[config.mk]
export PLATFORM = sky130hd
export DESIGN_NAME = l1_arbiter
export DESIGN_NICKNAME = d
export VERILOG_FILES = /design/src/rtl/l1_arbiter.sv
export SDC_FILE = /design/constraint.sdc
export NUM_CORES = 1
export LEC_CHECK = 0
export ABC_AREA = 1
export ABC_CLOCK_PERIOD_IN_PS = 3700
export BUFFER_PORTS_ARGS = -buffer_cell sky130_fd_sc_hd__buf_2
export CAP_MARGIN = 20
export CORE_AREA = 4 4 114 116
export DETAILED_ROUTE_END_ITERATION = 10
export DIE_AREA = 0 0 118 120
export PLACE_DENSITY = 0.74
export SYNTH_ARGS = -nofsm -noshare
export SYNTH_HDL_FRONTEND = slang
export SYNTH_SLANG_ARGS = --single-unit
export TNS_END_PERCENT = 50
[constraint.sdc]
create_clock -name clk -period 3.7 [get_ports clk]
set_clock_uncertainty 0.2 [all_clocks]
set_input_delay 0.37 -clock clk [delete_from_list [all_inputs] [get_ports clk]]
set_output_delay 0.37 -clock clk [all_outputs]
set_load 0.05 [all_outputs]
[src/rtl/l1_arbiter.sv]
// Round-robin arbiter sharing one SDRAM controller between the instruction and data L1 caches.
// Requests are registered toward the controller; completion is routed back combinationally.
module l1_arbiter #(
    parameter int addr_width = 32,
    parameter int data_width = 32
) (
    input  logic                  clk,
    input  logic                  reset,
    input  logic [addr_width-1:0] a_addr,
    input  logic [data_width-1:0] a_data,
    input  logic                  a_we,
    input  logic                  a_start,
    output logic [data_width-1:0] a_q,
    output logic                  a_done,
    input  logic [addr_width-1:0] b_addr,
    input  logic [data_width-1:0] b_data,
    input  logic                  b_we,
    input  logic                  b_start,
    output logic [data_width-1:0] b_q,
    output logic                  b_done,
    output logic [addr_width-1:0] sdc_addr,
    output logic [data_width-1:0] sdc_data,
    output logic                  sdc_we,
    output logic                  sdc_start,
    input  logic [data_width-1:0] sdc_q,
    input  logic                  sdc_done
);

    typedef enum logic [1:0] {IDLE, BUSY_A, BUSY_B, GAP} state_t;

    state_t                state_q, state_d;
    logic                  served_a_q, served_a_d;
    logic                  served_b_q, served_b_d;
    logic                  last_b_q, last_b_d;
    logic [addr_width-1:0] sdc_addr_q, sdc_addr_d;
    logic [data_width-1:0] sdc_data_q, sdc_data_d;
    logic                  sdc_we_q, sdc_we_d;
    logic                  sdc_start_q, sdc_start_d;
    logic                  elig_a, elig_b;

    assign a_done    = sdc_done & (state_q == BUSY_A);
    assign b_done    = sdc_done & (state_q == BUSY_B);
    assign a_q       = sdc_q;
    assign b_q       = sdc_q;
    assign sdc_addr  = sdc_addr_q;
    assign sdc_data  = sdc_data_q;
    assign sdc_we    = sdc_we_q;
    assign sdc_start = sdc_start_q;

    // A start held across its own done stays blocked until it is released.
    assign elig_a = a_start & ~served_a_q;
    assign elig_b = b_start & ~served_b_q;

    always_ff @(posedge clk) begin
        if (reset) begin
            state_q     <= IDLE;
            served_a_q  <= 1'b0;
            served_b_q  <= 1'b0;
            last_b_q    <= 1'b1;
            sdc_addr_q  <= '0;
            sdc_data_q  <= '0;
            sdc_we_q    <= 1'b0;
            sdc_start_q <= 1'b0;
        end else begin
            state_q     <= state_d;
            served_a_q  <= served_a_d;
            served_b_q  <= served_b_d;
            last_b_q    <= last_b_d;
            sdc_addr_q  <= sdc_addr_d;
            sdc_data_q  <= sdc_data_d;
            sdc_we_q    <= sdc_we_d;
            sdc_start_q <= sdc_start_d;
        end
    end

    always_comb begin
        state_d     = state_q;
        last_b_d    = last_b_q;
        sdc_addr_d  = sdc_addr_q;
        sdc_data_d  = sdc_data_q;
        sdc_we_d    = sdc_we_q;
        sdc_start_d = sdc_start_q;
        // A released start always clears served, even on the cycle of its own done.
        served_a_d  = a_start ? (served_a_q | a_done) : 1'b0;
        served_b_d  = b_start ? (served_b_q | b_done) : 1'b0;

        case (state_q)
            IDLE: begin
                sdc_start_d = 1'b0;
                if (elig_a && (!elig_b || last_b_q)) begin
                    state_d     = BUSY_A;
                    last_b_d    = 1'b0;
                    sdc_addr_d  = a_addr;
                    sdc_data_d  = a_data;
                    sdc_we_d    = a_we;
                    sdc_start_d = 1'b1;
                end else if (elig_b) begin
                    state_d     = BUSY_B;
                    last_b_d    = 1'b1;
                    sdc_addr_d  = b_addr;
                    sdc_data_d  = b_data;
                    sdc_we_d    = b_we;
                    sdc_start_d = 1'b1;
                end
            end
            BUSY_A, BUSY_B: begin
                if (sdc_done) begin
                    state_d     = GAP;
                    sdc_start_d = 1'b0;
                end
            end
            GAP: begin
                state_d     = IDLE;
                sdc_start_d = 1'b0;
            end
            default: begin
                state_d     = IDLE;
                sdc_start_d = 1'b0;
            end
        endcase
    end

endmodule

==> results.md <==
- Setup crit end kind: flip-flop
- Synth area leader: dfxtp_1
- Final setup violation count: 0
- #FFs+latches synth: 71
- Vias in the first global route: 3881
- Drt first-iter violations: 205
- # clock sinks: 71
- CP Launch Type: flip-flop
- Initial core utilization: 0.378
- Crit-path max FO: 35
- Pre-antenna DRT Iters: 4
- Power Internal: 2.12 mW
- Post-DR vias/cell: 4.72
- Post-Syn Area: 4500 sq um
- IO Pins: 299
- Switch Pwr: 2.23 mW
- Synth area leaders: dfxtp_1 (32%), nand2_1 (12%), buf_4 (11%)
- Clock Path Buffers: 2
- Max Slew Vio Count: 0
- Register area share after synthesis: 0.316
- Fin. Hold Viols: 0
- Detailed Route WL: 12100 um
- Commonest cells after routing, fill and taps aside: buf_2 (202), nand2_1 (147), inv_1 (74)
- Cell count after synthesis: 616
- Cell variety after synth: 19
- Pwr Density: 814 nW/um^2
- Largest net degree at the start of global routing: 66
- Proportion of layout cells with a drive suffix above 1: 0.395
- Setup tns final: 0 ps
- Final period utilization: 0.604
- Antenna-violating nets left: 0
- Area Growth Syn to Fin: 18.5%
- Critical path type: reg -> reg
- Placed insts: 868
- Yosys warns: 0
- HP Class: in -> reg
- CTS root buf: clkbuf_16
- Site Rows: 40
- DR DRC count: 0
- Syn_area_per_cell: 7.31 sq um
- Critical Path RT: 3680 ps
- Status: complete, no violations
- Post-synth top area share: 0.316
- HPWL Detailed: 8790 um
- Switching part of the total: 0.512
- Clk pin slew, worst setup/hold paths: 60 ps
- Post-synth top flop: dfxtp_1
- Worst vdd ir: 322 uV
- Drt wl/cell: 13.7 um
- RSZ-0062 raised after global routing: false
- Hold Crit Depth: 3
- CTS tree: built
- WP data arrival: 2220 ps
- Seq pwr share: 0.266
- Synthesized net count: 787
- Die X-Extent: 118 um
- Maxcap violations: 0
- Gate power share: 0.548
- Minimum clock period: 2230 ps
- Num CTS Buffers: 9
- Clock Power Share: 0.186
- Die height: 120 um
- Die area: 14200 sq um
- All-Layer GR Usage: 0.165
- Resized Gates After CTS: 0
- Total vias in the final route: 4170
- F_max: 0.448 GHz
- Final cell count without fillers: 884
- Number of fill cells in the layout: 1245
- Commonest non-fill, non-tap cell in the layout: buf_2
- Number of synthesized flops with an enable pin: 0
- # diodes: 0
- Clk_lat worst skew: 330 ps
- Postcts setup bufs: 0
- Worst Max-Slew Pin Slew: 691 ps
- Core area: 11900 sq um
- H-tree Lvls: 3
- First-pass GRT wire length: 19100 um
- GRT Residual Overflow: 0
- R2R depth: 7
- Antenna violations before repair: 0
- CTS Hold Bufs: 0
- Rel. slew slack: 0.539
- Port buffer count: 202
- Routability Congestion: 0.803
- Leak pwr: 2.79 nW
- Ys async rst share: 0
- Nets: 903
==> cells by family (layout without fill, tap and decap cells) <==
logic type,after synthesis,count (layout),synth area share
AND/OR/NAND/NOR,283,283,0.343
buffers and inverters,185,306,0.226
AO/OA/AOI/OAI,73,73,0.104
flip-flops,71,71,0.316
adder cells (fa/ha/maj),4,4,0.0111
==> state kept, by name, summed over array words and instances (netlist names) <==
name	flops
sdc_data	32
last_b_q	1
sdc_we	1
sdc_addr	32
served_b_q	1
state_q	2
served_a_q	1
sdc_start	1
==> critical path, stage by stage (launching register included) <==
cell      delay, ps
dfxtp_1         350
inv_1            80
ha_1            220
nand2_2          80
clkinv_2        460
buf_4           470
nand3_1         130
a21oi_1          70
==> metal layers <==
layer	vias up	track usage	share of wire
li1	2114	-	-
met1	1838	0.192	0.42
met2	199	0.278	0.47
met3	19	0.0561	0.087
met4	0	0.0703	0.020
met5	-	0	0
==> final cells by class <==
| cell class | count | area, sq um | area share |
|---|---|---|---|
| Clock buffer | 11 | 243 | 0.0455 |
| Clock inverter | 5 | 33.8 | 0.00633 |
| Inverter | 78 | 294 | 0.0551 |
| Multi-Input combinational cell | 360 | 2060 | 0.387 |
| Sequential cell | 71 | 1420 | 0.266 |
| Tap cell | 147 | 184 | 0.0345 |
| Timing Repair Buffer | 212 | 1100 | 0.206 |
==> cell usage after synthesis, types with 4 or more instances <==
master	instances
inv_1	74
nand2_1	147
nand3_2	29
buf_2	24
nand3_1	39
ha_1	4
nand3b_1	65
a21oi_2	28
buf_4	65
dfxtp_1	71
a21oi_1	43
clkbuf_1	13
==> worst paths after layout <==
path	slack, ps	endpoint	start
worst min register to register	260	served_a_q	served_a_q
worst min-delay path	90	served_b_q	b_start
worst max-delay path	1470	sdc_addr[4]	state_q[0]
worst max register to register	1470	sdc_addr[4]	state_q[0]
==> power by group through the flow <==
stage / clock network [mW] / registers (mW) / logic, mW
finish: 0.807 / 1.16 / 2.38
detailed placement: 0 / 1.17 / 2.40
global route: 0.864 / 1.19 / 2.57
CTS: 0.827 / 1.16 / 2.40
global placement: 0 / 1.17 / 2.38
floorplan: 0 / 2.03 / 1.25
==> through the flow <==
step / util / power, mW / area [sq um] / hold WS, ps / worst slack, ps
floorplan: - / 3.29 / 4500 / 235 / 2180
detailed placement: 0.425 / 3.57 / 5060 / 252 / 1460
finish: 0.448 / 4.35 / 5340 / 93.6 / 1470
CTS: 0.448 / 4.39 / 5340 / 77.4 / 1450
global placement: 0.425 / 3.55 / 5060 / 250 / 1520
global route: 0.448 / 4.62 / 5340 / 81.8 / 1280
No activity file was read; power rests on OpenSTA's default activity.
